**src/rtl/tdc_ram_reader.sv**
```systemverilog
// tdc_ram_reader: reads one TDC frame out of the channel DPRAM (header at
// address 0, data at 1..N) and streams it on a valid/ready port, then
// completes a 4-phase handshakeFPGA/handshakePC exchange with the writer.
module tdc_ram_reader #(
   parameter int ADDR_W = 8,
   parameter int DATA_W = 32
) (
   input  logic              SYSCLK,
   input  logic              RESET_N,
   output logic [ADDR_W-1:0] ram_addr,
   output logic              ram_re,
   input  logic [DATA_W-1:0] ram_data,
   input  logic              handshakeFPGA,
   output logic              handshakePC,
   output logic [DATA_W-1:0] dout,
   output logic              dout_valid,
   output logic              dout_last,
   input  logic              dout_ready,
   output logic [31:0]       frame_count,
   output logic [31:0]       word_count,
   output logic              busy,
   output logic              len_error
);

   typedef enum logic [2:0] {
      S_IDLE, S_HDR, S_STREAM, S_DRAIN, S_ACK, S_WAIT_DROP
   } state_t;

   state_t                      r_state, w_next;
   logic [ADDR_W-1:0]           r_n;          // data words in this frame
   logic [ADDR_W-1:0]           r_ptr;        // next data address to read
   logic                        r_pend;       // data read issued last cycle
   logic                        r_pend_last;  // ...and it was address N
   logic [1:0][DATA_W-1:0]      r_fifo_data;
   logic [1:0]                  r_fifo_last;
   logic                        r_wr, r_rd;
   logic [1:0]                  r_cnt;
   logic                        r_hs_pc;
   logic [31:0]                 r_frame_cnt, r_word_cnt;
   logic                        r_len_err;

   logic                        w_re;
   logic [ADDR_W-1:0]           w_addr;
   logic                        w_pop, w_push, w_room, w_hdr_over;
   logic [2:0]                  w_occ;
   logic [ADDR_W-1:0]           w_hdr_n;

   assign w_pop      = (r_cnt != 2'd0) && dout_ready;
   assign w_push     = r_pend;
   // A word leaving the FIFO this cycle frees its slot for a new read, which
   // keeps 1 word/cycle with only two entries and one cycle of read latency.
   assign w_occ      = {1'b0, r_cnt} - {2'b0, w_pop} + {2'b0, r_pend};
   assign w_room     = (w_occ < 3'd2);
   assign w_hdr_over = |ram_data[DATA_W-1:ADDR_W];
   assign w_hdr_n    = w_hdr_over ? {ADDR_W{1'b1}} : ram_data[ADDR_W-1:0];

   // Next-state and DPRAM read-port control.
   always_comb begin
      w_next = r_state;
      w_re   = 1'b0;
      w_addr = '0;
      case (r_state)
         S_IDLE: begin
            if (handshakeFPGA) begin
               w_re   = 1'b1;
               w_next = S_HDR;
            end
         end
         S_HDR: w_next = (w_hdr_n == '0) ? S_ACK : S_STREAM;
         S_STREAM: begin
            w_addr = r_ptr;
            if (w_room) begin
               w_re = 1'b1;
               if (r_ptr == r_n) w_next = S_DRAIN;
            end
         end
         S_DRAIN: begin
            if (r_cnt == 2'd0 && !r_pend) w_next = S_ACK;
         end
         // Writer already dropped its request: ACK is a single-cycle pulse.
         S_ACK:       w_next = handshakeFPGA ? S_WAIT_DROP : S_IDLE;
         S_WAIT_DROP: if (!handshakeFPGA) w_next = S_IDLE;
         default:     w_next = S_IDLE;
      endcase
   end

   // State register.
   always_ff @(posedge SYSCLK or negedge RESET_N) begin
      if (!RESET_N) r_state <= S_IDLE;
      else          r_state <= w_next;
   end

   // Header capture, read pointer and in-flight read tracking.
   always_ff @(posedge SYSCLK or negedge RESET_N) begin
      if (!RESET_N) begin
         r_n         <= '0;
         r_ptr       <= '0;
         r_pend      <= 1'b0;
         r_pend_last <= 1'b0;
         r_len_err   <= 1'b0;
      end else begin
         r_pend      <= w_re && (r_state == S_STREAM);
         r_pend_last <= (r_ptr == r_n);
         if (r_state == S_HDR) begin
            r_n   <= w_hdr_n;
            r_ptr <= {{(ADDR_W-1){1'b0}}, 1'b1};
            if (w_hdr_over) r_len_err <= 1'b1;
         end else if (r_state == S_STREAM && w_re) begin
            r_ptr <= r_ptr + 1'b1;
         end
      end
   end

   // Two-entry output FIFO; dout is driven straight from its storage.
   always_ff @(posedge SYSCLK or negedge RESET_N) begin
      if (!RESET_N) begin
         r_fifo_data <= '0;
         r_fifo_last <= '0;
         r_wr        <= 1'b0;
         r_rd        <= 1'b0;
         r_cnt       <= 2'd0;
      end else begin
         if (w_push) begin
            r_fifo_data[r_wr] <= ram_data;
            r_fifo_last[r_wr] <= r_pend_last;
            r_wr              <= ~r_wr;
         end
         if (w_pop) r_rd <= ~r_rd;
         r_cnt <= r_cnt + {1'b0, w_push} - {1'b0, w_pop};
      end
   end

   // Acknowledge flag and statistics counters.
   always_ff @(posedge SYSCLK or negedge RESET_N) begin
      if (!RESET_N) begin
         r_hs_pc     <= 1'b0;
         r_frame_cnt <= '0;
         r_word_cnt  <= '0;
      end else begin
         r_hs_pc <= (w_next == S_ACK) || (w_next == S_WAIT_DROP);
         if (w_next == S_ACK && r_state != S_ACK) r_frame_cnt <= r_frame_cnt + 32'd1;
         if (w_pop) r_word_cnt <= r_word_cnt + 32'd1;
      end
   end

   // The IDLE read depends on handshakeFPGA, so gate it to keep the port
   // quiet while reset is held.
   assign ram_re      = w_re && RESET_N;
   assign ram_addr    = w_addr;
   assign handshakePC = r_hs_pc;
   assign dout_valid  = (r_cnt != 2'd0);
   assign dout        = r_fifo_data[r_rd];
   assign dout_last   = dout_valid && r_fifo_last[r_rd];
   assign frame_count = r_frame_cnt;
   assign word_count  = r_word_cnt;
   assign busy        = (r_state != S_IDLE);
   assign len_error   = r_len_err;

endmodule

```
**config.mk**
```make
export PLATFORM = sky130hd
export DESIGN_NAME = tdc_ram_reader
export DESIGN_NICKNAME = d
export VERILOG_FILES = /design/src/rtl/tdc_ram_reader.sv
export SDC_FILE = /design/constraint.sdc
export NUM_CORES = 1
export LEC_CHECK = 0
export ABC_AREA = 1
export BUFFER_PORTS_ARGS = -buffer_cell sky130_fd_sc_hd__clkbuf_2
export CORE_ASPECT_RATIO = 2
export CORE_MARGIN = 2
export CORE_UTILIZATION = 56
export DETAILED_ROUTE_END_ITERATION = 16
export PLACE_DENSITY = 0.8
export SKIP_CTS_REPAIR_TIMING = 1
export SLEW_MARGIN = 10
export SYNTH_ARGS = -nofsm -noshare
export SYNTH_HDL_FRONTEND = slang
export SYNTH_SLANG_ARGS = --single-unit
```
**constraint.sdc**
```tcl
create_clock -name SYSCLK -period 3.2 [get_ports SYSCLK]
set_input_delay 0.64 -clock SYSCLK [delete_from_list [all_inputs] [get_ports SYSCLK]]
set_output_delay 0.64 -clock SYSCLK [all_outputs]
set_load 0.05 [all_outputs]
```
# Word level (Yosys, flattened, before mapping)
# Index checks and enable logic that the tools add are counted.
dict set report totals {
  wordCells 79
  in_bits 36
  reg_bits 157
  out_inout_bits 110
}
dict set report classes {
  n_reduce_logical 17
  n_mux 25
  n_eq_ne 9
  magnitude_cmp 4
  bitwise_logic 2
  add_sub_neg 7
}
# op count
set ops {}
lappend ops {{two-way mux 32 bit} 3}
lappend ops {{adder 32 x 1 -> 32 bit, second input constant} 2}
lappend ops {{bitwise mux 64 bit} 1}
lappend ops {{demux 32 bit (select 1 bit)} 1}
lappend ops {{two-way mux 8 bit} 4}
lappend ops {{OR reduction 24 bit} 1}
lappend ops {{two-way mux 3 bit} 7}
lappend ops {{case mux 3 bit (6 select lines)} 1}
lappend ops {{equality test 3 bit, second input constant} 4}
lappend ops {{adder 8 x 1 -> 8 bit, second input constant} 1}
lappend ops {{equality test 8 bit} 1}
lappend ops {{zero test 8 bit} 1}
lappend ops {{logical AND 1 bit} 7}
lappend ops {{equality test 3 x 2 -> 1 bit, second input constant} 2}
lappend ops {{two-way mux 1 bit} 5}
lappend ops {{< comparator 1 x 2 -> 1 bit, second input constant} 2}
lappend ops {{nonzero test 2 bit} 2}
lappend ops {{adder 3 x 1 -> 3 bit} 1}
lappend ops {{equality test 3 x 1 -> 1 bit, second input constant} 1}
lappend ops {{zero test 3 bit} 1}
lappend ops {{< comparator 3 x 2 -> 1 bit, second input constant} 1}
lappend ops {{!= test 3 bit, second input constant} 1}
lappend ops {{nonzero test 3 bit} 1}
lappend ops {{subtractor 2 x 1 -> 3 bit} 1}
lappend ops {{other kinds (11)} 12}

# Longest topological paths before layout
# Gate-level depths: netlist (run 1).
dict set report depth {
  depth_word 10
  ltp_mapped 18
}

# Worst setup path after synthesis (run 1)
# OpenSTA, ideal clock, no wires.
dict set report synth_timing {
  path_kind {input -> output}
  startpoint {input dout_ready}
  endpoint {output ram_re}
  path_stages 10
  setup_slack_ns -0.633
  required_time_ns 2.560
  t_arrival_ns 3.193
  cell_sequence {inv_1 nor2_4 buf_6 ha_1 inv_1 ha_1 fa_1 nor2_1 nand3_2 a21boi_0}
}
dict set report synth_via {
  elab_chain_len 7
}
# element line_no
set synth_rtl {}
lappend synth_rtl {{start: declaration} 18} ;# input logic dout_ready,
lappend synth_rtl {{logical AND 1 bit} 48} ;# assign w_pop = (r_cnt != 2'd0) && dout_ready;
lappend synth_rtl {{via w_pop} 44} ;# logic w_pop, w_push, w_room, w_hdr_over;
lappend synth_rtl {{subtractor 2 x 1 -> 3 bit} 52} ;# assign w_occ = {1'b0, r_cnt} - {2'b0, w_pop} + {2'b0, r_pend};
lappend synth_rtl {{adder 3 x 1 -> 3 bit} 52}
lappend synth_rtl {{via w_occ[1]} 45} ;# logic [2:0] w_occ;
lappend synth_rtl {{< comparator 3 x 2 -> 1 bit} 53} ;# assign w_room = (w_occ < 3'd2);
lappend synth_rtl {{two-way mux 1 bit} 72} ;# if (w_room) begin
lappend synth_rtl {{case mux 1 bit (2 select lines)} 62} ;# case (r_state)
lappend synth_rtl {{logical AND 1 bit} 148} ;# assign ram_re = w_re && RESET_N;
lappend synth_rtl {{end: declaration} 11} ;# output logic ram_re,
# The timed path passes the listed nets, and every way through them passes these cells.

# Final worst setup path (run 1)
dict set report layout_timing {
  startpoint {register r_cnt[0]}
  endpoint {output ram_re}
}
dict set report layout_via {
  elab_chain_len 8
}
# element line_no
set layout_rtl {}
lappend layout_rtl {{start: declaration} 37} ;# logic [1:0] r_cnt;
lappend layout_rtl {{start signal: assignment} 129} ;# r_cnt <= r_cnt + {1'b0, w_push} - {1'b0, w_pop};
lappend layout_rtl {{nonzero test 2 bit} 48}
lappend layout_rtl {{logical AND 1 bit} 48}
lappend layout_rtl {{subtractor 2 x 1 -> 3 bit (*)} 52}
lappend layout_rtl {{adder 3 x 1 -> 3 bit (*)} 52}
lappend layout_rtl {{via w_occ[1]} 45}
lappend layout_rtl {{< comparator 3 x 2 -> 1 bit (*)} 53}
lappend layout_rtl {{two-way mux 1 bit (*)} 72}
lappend layout_rtl {{case mux 1 bit (2 select lines) (*)} 62}
lappend layout_rtl {{logical AND 1 bit (*)} 148}
# The timed path passes the listed nets; every way through them passes the cells marked *.

==> load_flow_metrics.sql, run 1 <==
INSERT INTO impl_metrics (metric_group, metric, value, unit) VALUES
('routing', 'detailroute.via_count', '7614', ''),
('floorplanning', 'die_h', '175.3', 'um'),
('global_routing', 'grt-ovfl-total', '0', ''),
('timing', 'setup_tns', '-52.16', 'ps'),
('timing', 'max_clock_freq', '307.5', 'MHz'),
('synth', 'flops_latches_synth', '157', ''),
('critical_path', 'setup.worst_path.class', 'reg -> out', ''),
('finish', 'seqCellArea', '3930', 'um2'),
('clock_network', 'cts_tree', 'yes', ''),
('critical_path', 'critPathCaptureType', 'primary output', ''),
('pwr', 'cellInternalPower', '4.647', 'mW'),
('clock_network', 'clk_pin_slew_worst_paths', '70', 'ps'),
('routing', 'drcViolationCount', '0', ''),
('routing', 'routed_wire_length_per_instance', '15.45', 'um'),
('synth', 'synthFlopType', 'dfrtp_1', ''),
('clock_network', 'clock_tree.buffer_depth', '2', ''),
('synth', 'post_synth_most_frequent_cells', 'nand2_1, dfrtp_1, inv_1', ''),
('synth', 'synth_most_common_cell', 'nand2_1', ''),
('clock_network', 'clkLatencyLatePin', '430', 'ps'),
('run_status', 'violations', 'setup timing', ''),
('routing', 'route.antenna.remaining_nets', '0', ''),
('timing', 'fin_hold_ws', '291.0', 'ps'),
('floorplanning', 'std_cell_rows', '62', ''),
('floorplanning', 'core_region_area', '14350', 'um2'),
('global_routing', 'grt_pass1_vias', '7549', ''),
('critical_path', 'worst-r2r-setup-slack', '280', 'ps'),
('finish', 'flow.area_growth_from_synthesis', '18.95', '%'),
('timing', 'post-route-min-period', '3252', 'ps'),
('synth', 'postSynthCellCount', '1080', ''),
('critical_path', 'worstPathMaxFanout', '3', ''),
('global_routing', 'grt_start_max_net_pins', '113', ''),
('pwr', 'sw_frac_of_total', '47.11', '%'),
('finish', 'nNetsFinal', '1266', ''),
('synth', 'synth-edff-count', '0', ''),
('pwr', 'power_density', '898.4', 'nW/um2'),
('critical_path', 'cp.arrival', '2610', 'ps'),
('synth', 'ys_types', '35', ''),
('pwr', 'clockPowerShare', '22.6', '%'),
('pwr', 'power.combinational.fraction', '43.8', '%'),
('floorplanning', 'die_area', '15720', 'um2'),
('synth', 'ys_async_sr_fraction', '100.0', '%'),
('synth', 'postSynthNetCount', '1122', ''),
('finish', 'layout-drive-gt1-share', '18.35', '%'),
('run_status', 'run_status', 'finished with violations', ''),
('timing', 'post-route-worst-setup-slack', '-52.16', 'ps'),
('synth', 'syn-cell-area', '8220', 'um2'),
('critical_path', 'required', '2560', 'ps'),
('pwr', 'power.leakage', '5.145', 'nW'),
('pwr', 'irDropWorstVdd', '0.0005765', 'V'),
('place', 'gp_congestion', '1.041', ''),
('timing', 'finalSetupViolations', '1', ''),
('job', 'timing.max_cap.violations', '0', ''),
('timing', 'min_period_over_period', '101.6', '%'),
('pwr', 'totalPowerFinal', '8.785', 'mW'),
('synth', 'yosys-top-cells-area', 'dfrtp_1, nand2_1, o21ai_0', ''),
('clock_network', 'tritoncts_num_sinks', '157', ''),
('place', 'place_ws', '98.75', 'ps'),
('synth', 'yosysTopAreaCellShare', '47.79', '%'),
('timing', 'finClkSkew', '9.006', 'ps'),
('critical_path', 'worst_r2r_path_depth', '16', ''),
('floorplanning', 'design.portCount', '146', ''),
('worst_hold_path', 'worst_hold_path_type', 'in -> async', ''),
('finish', 'fillers', '1241', ''),
('pwr', 'power.share.sequential', '33.6', '%'),
('routing', 'drt-total-wl', '22090', 'um'),
('synth', 'synthesis.area_per_instance', '7.611', 'um2'),
('global_routing', 'total_routing_usage_gr', '29.39', '%'),
('pwr', 'power.net_switching', '4.138', 'mW'),
('timing', 'hold_viol_final', '0', ''),
('finish', 'multiInputGateArea', '3782', 'um2'),
('critical_path', 'cp-start-kind', 'register', '');
-- power groups by stage --
stage | clock network, mW | logic, mW | registers (mW)
after floorplan | 0 | 2.70 | 3.08
after global placement | 0 | 3.72 | 2.96
after detailed placement | 0 | 3.79 | 2.98
after CTS | 2.01 | 3.80 | 2.95
after global routing | 2.09 | 4.22 | 3.04
final | 1.98 | 3.85 | 2.96
-- area by class of cell --
type / count / share of cell area (%)
clock buffer: 19 / 4.530
timing repair buffer: 159 / 8.970
clock inverter: 13 / 1.331
inverter: 99 / 3.839
multi-input combinational: 790 / 38.68
tap: 192 / 2.457
sequential: 157 / 40.19
-- critical path: stages, from the launching register on --
cell and delay (ps):
dfrtp_1 410, nor2_4 150, nor2_4 60, ha_4 250, inv_2 40, ha_4 150
fa_1 500, nor2_2 130, nand3_2 140, a21boi_4 210, buf_12 150
-- placed cells by master, fill, tap and decap left out, drive strengths merged --
cell type	Yosys	layout
a31oi	1	1
o21ai	88	88
a21boi	1	1
nand2	416	416
a21oi	3	3
nor3b	5	5
clkinvlp	0	3
dfrtp	157	157
nand4	22	22
nor4	2	2
nor2	100	100
clkbuf	20	162
clkinv	3	6
bufinv	0	1
xor2	33	33
ha	5	5
nand3b	15	15
fa	1	1
inv	96	102
buf	14	16
or2	1	1
nand3	54	54
xnor2	15	15
nor3	28	28
-- stage by stage --
step / cells / cell area [um2] / util (%)
detailed placement: 1393 / 9146 / 63.73
global route: 1429 / 9778 / 68.13
CTS: 1425 / 9719 / 67.72
floorplan: 1080 / 8232 / -
global placement: 1393 / 9146 / 63.73
finish: 1429 / 9778 / 68.13
-- kinds of logic (layout without fill, tap and decap cells) --
family | count (synthesis) | after routing | share of synthesized area [%]
buffers and inverters | 133 | 290 | 6.697
and+or+nand+nor | 643 | 643 | 33.68
AOI/OAI and AO/OA | 93 | 93 | 5.708
adders and majority gates | 6 | 6 | 1.005
DFF | 157 | 157 | 47.79
xor gates and xnor gates | 48 | 48 | 5.114
-- layer usage --
layer	GRT usage (%)	routed length (um)	up-vias
li1	-	-	3679
met1	30.39	7818	3623
met2	52.85	12130	240
met3	5.639	1053	72
met4	16.42	1086	0
met5	0	0	-
-- flip-flops by register name, summed over array words and instances (netlist names), 2 cells and up --
| signal | cells |
|---|---|
| r_cnt | 2 |
| word_count | 32 |
| frame_count | 32 |
| r_ptr | 8 |
| r_state | 3 |
| r_fifo_data | 64 |
| r_fifo_last | 2 |
| r_n | 8 |
-- path summary, 6_finish.rpt --
check | start | endpoint
worst max-delay path | r_cnt[0]$_DFF_PN0_ | ram_re
worst min-delay path | RESET_N | frame_count[21]$_DFFE_PN0P_
worst max register to register | r_cnt[0]$_DFF_PN0_ | frame_count[29]$_DFFE_PN0P_
worst min register to register | len_error$_DFFE_PN0P_ | len_error$_DFFE_PN0P_
max in group asynchronous | RESET_N | r_fifo_data[36]$_DFFE_PN0P_
min in group SYSCLK | ram_data[16] | r_fifo_data[16]$_DFFE_PN0P_
No activity file was read; power rests on OpenSTA's default activity.
==> run 2: changes to the inputs <==
--- a/config.mk
+++ b/config.mk
@@ -7,10 +7,11 @@
 export LEC_CHECK = 0
 export ABC_AREA = 1
-export BUFFER_PORTS_ARGS = -buffer_cell sky130_fd_sc_hd__clkbuf_2
 export CORE_ASPECT_RATIO = 2
 export CORE_MARGIN = 2
-export CORE_UTILIZATION = 56
+export CORE_UTILIZATION = 60
+export CTS_BUF_LIST = sky130_fd_sc_hd__clkbuf_8
 export DETAILED_ROUTE_END_ITERATION = 16
-export PLACE_DENSITY = 0.8
+export DONT_BUFFER_PORTS = 1
+export PLACE_DENSITY = 0.76
 export SKIP_CTS_REPAIR_TIMING = 1
 export SLEW_MARGIN = 10
==> constraint.sdc (replaced) <==
create_clock -name SYSCLK -period 3.2 [get_ports SYSCLK]
set_input_delay 0.16 -clock SYSCLK [delete_from_list [all_inputs] [get_ports SYSCLK]]
set_output_delay 0.16 -clock SYSCLK [all_outputs]
set_load 0.05 [all_outputs]
==> run 2 against run 1 <==
- the flow finishes with violations (hold timing)
- count of clock-buffer cells in the layout fell by 2
- critical path depth did not move
- utilization fell by 0.19 points
- flip-flop and latch count did not move
- clock power fell by 19%
- worst setup slack improved by 290 ps
- critical endpoint unchanged
- die area fell by 6.4%
- register-to-register slack got worse by 20 ps
- first-iteration DRC count rose by 28%
- largest cell class unchanged
- hold slack got worse by 890 ps
- non-clock buffer count fell by 109
==> load_flow_metrics.sql, run 2 (synthesis gave the netlist of run 1 again) <==
INSERT INTO impl_metrics (metric_group, metric, value, unit) VALUES
('timing', 'worstMarginPinSlew', '1107', 'ps'),
('timing', 'grt_setup_unrepaired', 'false', ''),
('critical_path', 'required', '3040', 'ps'),
('timing', 'slew-limit-headroom', '26.18', '%'),
('routing', 'routed_wire_length_per_instance', '16.19', 'um'),
('finish', 'fillers', '1201', ''),
('clock_network', 'cts_made_buffers', '17', ''),
('routing', 'drcViolationCount', '0', ''),
('finish', 'layout-drive-gt1-share', '7.181', '%'),
('timing', 'min_period_over_period', '92.67', '%'),
('critical_path', 'timing.rr.end', 'frame_count[10]$_DFFE_PN0P_', ''),
('finish', 'final_common_cell', 'nand2_1', ''),
('timing', 'timing.final.max_slew_violations', '0', ''),
('floorplanning', 'die_h', '169.5', 'um'),
('critical_path', 'crit_end', 'ram_re', ''),
('clock_network', 'clkLatencyLatePin', '440', 'ps'),
('run_status', 'violations', 'hold timing', ''),
('global_routing', 'grt-ovfl-total', '0', ''),
('clock_network', 'clock_tree.buffer_depth', '2', ''),
('routing', 'detailroute.via_count', '7134', ''),
('finish', 'final_cell_mix', 'nand2_1, dfrtp_1, inv_1, o21ai_0, nor2_1', ''),
('finish', 'seqCellArea', '3929', 'um2'),
('floorplanning', 'die_x', '86.77', 'um'),
('pwr', 'clockPowerShare', '20.3', '%'),
('pwr', 'power.net_switching', '3.893', 'mW'),
('critical_path', 'worst_r2r_path_depth', '15', ''),
('routing', 'detail_route.vias_per_cell', '5.556', ''),
('clock_network', 'tritoncts_num_sinks', '157', ''),
('finish', 'layout.cell_area.non_filler', '9130', 'um2'),
('floorplanning', 'std_cell_rows', '60', ''),
('critical_path', 'worst-r2r-setup-slack', '260', 'ps'),
('floorplanning', 'design.portCount', '146', ''),
('routing', 'route.antenna.remaining_nets', '0', ''),
('timing', 'fin_hold_ws', '-599.2', 'ps'),
('finish', 'flow.area_growth_from_synthesis', '11.07', '%'),
('pwr', 'power.share.sequential', '39.3', '%'),
('clock_network', 'cts_root_buf', 'clkbuf_8', ''),
('routing', 'drt-total-wl', '20790', 'um'),
('pwr', 'power.combinational.fraction', '40.5', '%'),
('global_routing', 'initial_antenna_violation_count', '1', ''),
('place', 'gp_congestion', '1.008', ''),
('global_routing', 'total_routing_usage_gr', '28.53', '%'),
('routing', 'number_of_search_and_repair_iterations_in_the_first_detailed_routing_pass', '4', ''),
('run_status', 'run_status', 'finished with violations', ''),
('finish', 'multiInputGateArea', '3744', 'um2'),
('place', 'number_of_buffers_added_on_ports', '0', ''),
('global_routing', 'grt_start_max_net_pins', '159', ''),
('place', 'place_ws', '289.9', 'ps'),
('clock_network', 'clk_pin_slew_worst_paths', '100', 'ps'),
('critical_path', 'cp-start-kind', 'register', ''),
('critical_path', 'cp.arrival', '2810', 'ps'),
('place', 'post-dp-hpwl', '14810', 'um'),
('pwr', 'power_density', '863.0', 'nW/um2'),
('clock_network', 'cts_tree', 'yes', ''),
('critical_path', 'worstPathMaxFanout', '5', ''),
('floorplanning', 'die_area', '14710', 'um2'),
('finish', 'nNetsFinal', '1157', ''),
('timing', 'post-route-worst-setup-slack', '234.6', 'ps'),
('timing', 'setup_tns', '0', 'ps'),
('place', 'placed_area', '8377', 'um2'),
('critical_path', 'critPathLaunch', 'r_cnt[1]$_DFF_PN0_', ''),
('clock_network', 'htreeDepth', '4', ''),
('global_routing', 'grt_first_pass_wirelength', '32620', 'um'),
('routing', 'drt_iter0_drc', '477', ''),
('floorplanning', 'core_region_area', '13440', 'um2'),
('timing', 'finClkSkew', '14.71', 'ps'),
('timing', 'hold_viol_final', '158', ''),
('pwr', 'sw_frac_of_total', '49.41', '%'),
('worst_hold_path', 'worst_hold_path_type', 'in -> async', ''),
('pwr', 'irDropWorstVdd', '0.0003620', 'V'),
('global_routing', 'grt_pass1_vias', '6698', ''),
('timing', 'post-route-min-period', '2965', 'ps'),
('floorplanning', 'initial_utilization', '61.17', '%'),
('job', 'timing.max_cap.violations', '0', ''),
('finish', 'largest_reg_flops', '64', ''),
('finish', 'max_flop_register', 'r_fifo_data', ''),
('critical_path', 'setup.worst_path.class', 'reg -> out', ''),
('pwr', 'cellInternalPower', '3.986', 'mW'),
('timing', 'finalSetupViolations', '0', ''),
('critical_path', 'rr_startpoint', 'r_cnt[1]$_DFF_PN0_', ''),
('pwr', 'power.leakage', '4.594', 'nW'),
('critical_path', 'critPathCaptureType', 'primary output', ''),
('timing', 'max_clock_freq', '337.2', 'MHz');
-- run 2: power by group through the flow --
stage,registers [mW],logic [mW],clock network [mW]
final,3.09,3.19,1.60
after global routing,3.15,3.48,1.70
after CTS,3.09,3.17,1.63
after detailed placement,3.13,3.16,0
after global placement,3.10,3.12,0
after floorplan,3.08,2.69,0
-- run 2: area by class of cell --
cell class | instances | share of cell area, %
Sequential cell | 157 | 43.03
Multi-Input combinational cell | 790 | 41.00
Timing Repair Buffer | 50 | 4.988
Inverter | 99 | 4.111
Clock buffer | 17 | 2.563
Clock inverter | 15 | 2.152
Tap cell | 155 | 2.124
Antenna cell | 1 | 0.02741
-- run 2: worst min-delay path by stage --
| stage | startpoint | to | slack (ps) | depth (start not counted) |
|---|---|---|---|---|
| 2_1_floorplan | RESET_N | frame_count[0]$_DFFE_PN0P_ | -140 | 0 |
| 3_3_place_gp | RESET_N | r_fifo_data[53]$_DFFE_PN0P_ | -130 | 0 |
| 3_5_place_dp | RESET_N | r_fifo_data[53]$_DFFE_PN0P_ | -130 | 0 |
| 4_1_cts | RESET_N | r_fifo_data[53]$_DFFE_PN0P_ | -620 | 0 |
| 5_1_grt | RESET_N | r_fifo_data[22]$_DFFE_PN0P_ | -630 | 0 |
| 6_report | RESET_N | r_fifo_data[53]$_DFFE_PN0P_ | -600 | 0 |
-- run 2: through the flow --
stage / instances / utilization, % / power, mW
CTS: 1251 / 65.54 / 7.879
global placement: 1219 / 62.34 / 6.221
global route: 1284 / 67.94 / 8.329
finish: 1284 / 67.94 / 7.879
detailed placement: 1219 / 62.34 / 6.286
floorplan: 1080 / - / 5.769
-- run 2: worst max-delay path, cell delays in order, from the launching register on --
cell and delay [ps]:
dfrtp_1 440, nor2_4 200, nor2_4 50, ha_1 260, inv_1 40, ha_1 180, fa_1 480, nor2_1 150
nand3_2 120, a21boi_1 210, buf_4 230
-- run 2: layer usage --
| layer | wire length (um) | GRT usage, % |
|---|---|---|
| met1 | 7423 | 29.30 |
| met5 | 0 | 0 |
| met4 | 869 | 14.95 |
| met2 | 11580 | 52.41 |
| met3 | 914 | 6.177 |
==> run 3: changes to the inputs <==
CORE_UTILIZATION = 50   (was 60)
PLACE_DENSITY = 0.65   (was 0.76)
==> run 3 against run 2 <==
- the flow still finishes with violations (hold timing)
- critical endpoint is now frame_count[20]$_DFFE_PN0P_
- utilization fell by 11 points
- largest power group unchanged
- cell count up 4.4%
- worst setup slack better by 45 ps
- design area is 0.56% higher
- sequential power about the same
- sequential share of layout area is 0.24 points lower
==> load_flow_metrics.sql, run 3 (synthesis gave the netlist of run 1 again) <==
INSERT INTO impl_metrics (metric_group, metric, value, unit) VALUES
('critical_path', 'cp_common_cell', 'nor2_4', ''),
('timing', 'finClkSkew', '11.26', 'ps'),
('critical_path', 'critPathCaptureType', 'register', ''),
('timing', 'grt_setup_unrepaired', 'false', ''),
('global_routing', 'grt_start_max_net_pins', '159', ''),
('critical_path', 'required', '3600', 'ps'),
('clock_network', 'tritoncts_num_sinks', '157', ''),
('routing', 'drcViolationCount', '0', ''),
('routing', 'detail_route.vias_per_cell', '5.259', ''),
('finish', 'nNetsFinal', '1165', ''),
('timing', 'timing.final.max_slew_violations', '0', ''),
('routing', 'routed_wire_length_per_instance', '16.67', 'um'),
('critical_path', 'worstPathMaxFanout', '32', ''),
('timing', 'fin_hold_ws', '-609.8', 'ps'),
('floorplanning', 'die_area', '17540', 'um2'),
('critical_path', 'cp-start-kind', 'register', ''),
('finish', 'postLayoutCoreUtil', '56.73', '%'),
('run_status', 'violations', 'hold timing', ''),
('timing', 'min_period_over_period', '91.25', '%'),
('clock_network', 'clkLatencyLatePin', '460', 'ps'),
('finish', 'fillers', '1573', ''),
('routing', 'drt_iter0_drc', '327', ''),
('routing', 'wl_met3', '1149', 'um'),
('critical_path', 'worst_r2r_path_depth', '15', ''),
('global_routing', 'grt_pass1_vias', '7057', ''),
('pwr', 'power_density', '839.3', 'nW/um2'),
('routing', 'detailroute.via_count', '7047', ''),
('clock_network', 'cts_root_buf', 'clkbuf_8', ''),
('place', 'placed_area', '8498', 'um2'),
('routing', 'number_of_search_and_repair_iterations_in_the_first_detailed_routing_pass', '5', ''),
('finish', 'final_cell_mix', 'nand2_1, dfrtp_1, inv_1, o21ai_0, nor2_1', ''),
('critical_path', 'cp_slowest_stage_delay', '510', 'ps'),
('clock_network', 'htreeDepth', '4', ''),
('place', 'place_ws', '305.9', 'ps'),
('pwr', 'power.leakage', '4.618', 'nW'),
('critical_path', 'rr_startpoint', 'r_cnt[1]$_DFF_PN0_', ''),
('critical_path', 'cp.arrival', '3320', 'ps'),
('critical_path', 'crit_end', 'frame_count[20]$_DFFE_PN0P_', ''),
('floorplanning', 'die_x', '94.67', 'um'),
('routing', 'drt-total-wl', '22340', 'um'),
('critical_path', 'setup.worst_path.class', 'reg -> reg', ''),
('finish', 'layout-drive-gt1-share', '7.570', '%'),
('floorplanning', 'std_cell_rows', '66', ''),
('timing', 'post-route-min-period', '2920', 'ps'),
('job', 'timing.max_cap.violations', '0', ''),
('clock_network', 'cts_tree', 'yes', ''),
('finish', 'seqCellArea', '3929', 'um2'),
('global_routing', 'total_routing_usage_gr', '26.30', '%'),
('global_routing', 'grt-ovfl-total', '0', ''),
('critical_path', 'timing.rr.end', 'frame_count[20]$_DFFE_PN0P_', ''),
('routing', 'highest_routed_metal_layer', 'met4', ''),
('timing', 'max_clock_freq', '342.5', 'MHz'),
('floorplanning', 'design.portCount', '146', ''),
('clock_network', 'clock_tree.buffer_depth', '2', ''),
('floorplanning', 'die_h', '185.3', 'um'),
('routing', 'route.antenna.remaining_nets', '0', ''),
('finish', 'max_flop_register', 'r_fifo_data', ''),
('timing', 'setup_tns', '0', 'ps'),
('clock_network', 'cts_made_buffers', '17', ''),
('worst_hold_path', 'worst_hold_path_type', 'in -> async', ''),
('finish', 'largest_reg_flops', '64', ''),
('timing', 'hold_viol_final', '157', ''),
('finish', 'flow.area_growth_from_synthesis', '11.69', '%'),
('place', 'gp_congestion', '0.9928', ''),
('run_status', 'run_status', 'finished with violations', ''),
('finish', 'layout.cell_area.non_filler', '9181', 'um2'),
('timing', 'finalSetupViolations', '0', ''),
('finish', 'multiInputGateArea', '3744', 'um2'),
('finish', 'num_antenna_cells', '0', ''),
('global_routing', 'grt_first_pass_wirelength', '35000', 'um'),
('timing', 'post-route-worst-setup-slack', '279.9', 'ps'),
('timing', 'worstMarginPinSlew', '1064', 'ps'),
('clock_network', 'clk_pin_slew_worst_paths', '90', 'ps'),
('place', 'post-dp-hpwl', '16010', 'um'),
('finish', 'final_common_cell', 'nand2_1', ''),
('place', 'number_of_buffers_added_on_ports', '0', ''),
('global_routing', 'initial_antenna_violation_count', '0', ''),
('critical_path', 'worst-r2r-setup-slack', '280', 'ps'),
('floorplanning', 'core_region_area', '16190', 'um2'),
('critical_path', 'critical_path.cell_chain', 'nor2_4 -> nor2_4 -> ha_1 -> inv_1 -> ha_1 -> fa_1 -> nor2_1 -> nand3_2 -> clkinv_2 -> nand3_2 -> nand2_2 -> nor2_4 -> buf_4 -> nand3_1 -> nand2_1', ''),
('routing', 'met1_routed_wirelength_after_detailed_routing', '7861', 'um'),
('timing', 'slew-limit-headroom', '28.84', '%'),
('routing', 'met2_length', '12080', 'um'),
('critical_path', 'critPathSlowestCell', 'fa_1', ''),
('critical_path', 'critPathLaunch', 'r_cnt[1]$_DFF_PN0_', ''),
('pwr', 'irDropWorstVdd', '0.0003589', 'V'),
('floorplanning', 'initial_utilization', '50.79', '%');
[run 3: changes by cell type in the layout (fill, tap and decap cells not counted), moves of 3 or more]
cell | before | now
inv_1 | 94 | 97
clkinv_2 | 1 | 5
buf_4 | 18 | 26
inv_6 | 6 | 1
[run 3: per-stage QoR]
step / power [mW] / cells
finish: 7.706 / 1340
detailed placement: 6.343 / 1276
CTS: 7.747 / 1308
floorplan: 5.769 / 1080
global placement: 6.281 / 1276
global route: 8.234 / 1340
[run 3: cell type report]
class | count | share of cell area (%)
Multi-Input combinational cell | 790 | 40.77
Tap cell | 204 | 2.780
Sequential cell | 157 | 42.79
Timing Repair Buffer | 58 | 5.615
Clock buffer | 19 | 2.848
Inverter | 99 | 4.088
Clock inverter | 13 | 1.104
[run 3: power by group]
group	internal (mW)	leakage [nW]	total [mW]	switching, mW
clock	0.645	0.191	1.39	0.750
combinational	0.642	2.45	3.22	2.58
sequential	2.55	1.97	3.09	0.540
total	3.84	4.62	7.71	3.87
[run 3: metal layers]
layer  track usage (%)  up-vias
met5                 0        -
met4             15.88        0
met3             7.323       63
met2             48.91      185
met1             24.55     3317
li1                  -     3482
[run 3: how the worst min path moves through the flow]
stage / from / end / slack (ps) / cells after the start
after floorplan: RESET_N / frame_count[0]$_DFFE_PN0P_ / -140 / 0
after global placement: RESET_N / r_fifo_data[17]$_DFFE_PN0P_ / -130 / 0
after detailed placement: RESET_N / r_fifo_data[17]$_DFFE_PN0P_ / -130 / 0
after CTS: RESET_N / frame_count[4]$_DFFE_PN0P_ / -640 / 0
after global routing: RESET_N / r_fifo_data[17]$_DFFE_PN0P_ / -650 / 0
final: RESET_N / r_fifo_data[17]$_DFFE_PN0P_ / -610 / 0
[run 3: critical path, delay by kind of cell (launching register included)]
kind	cells	cell delay, ps
buffers and inverters	3	530
DFF	1	430
and+or+nand+nor	9	920
adders and majority gates	3	960
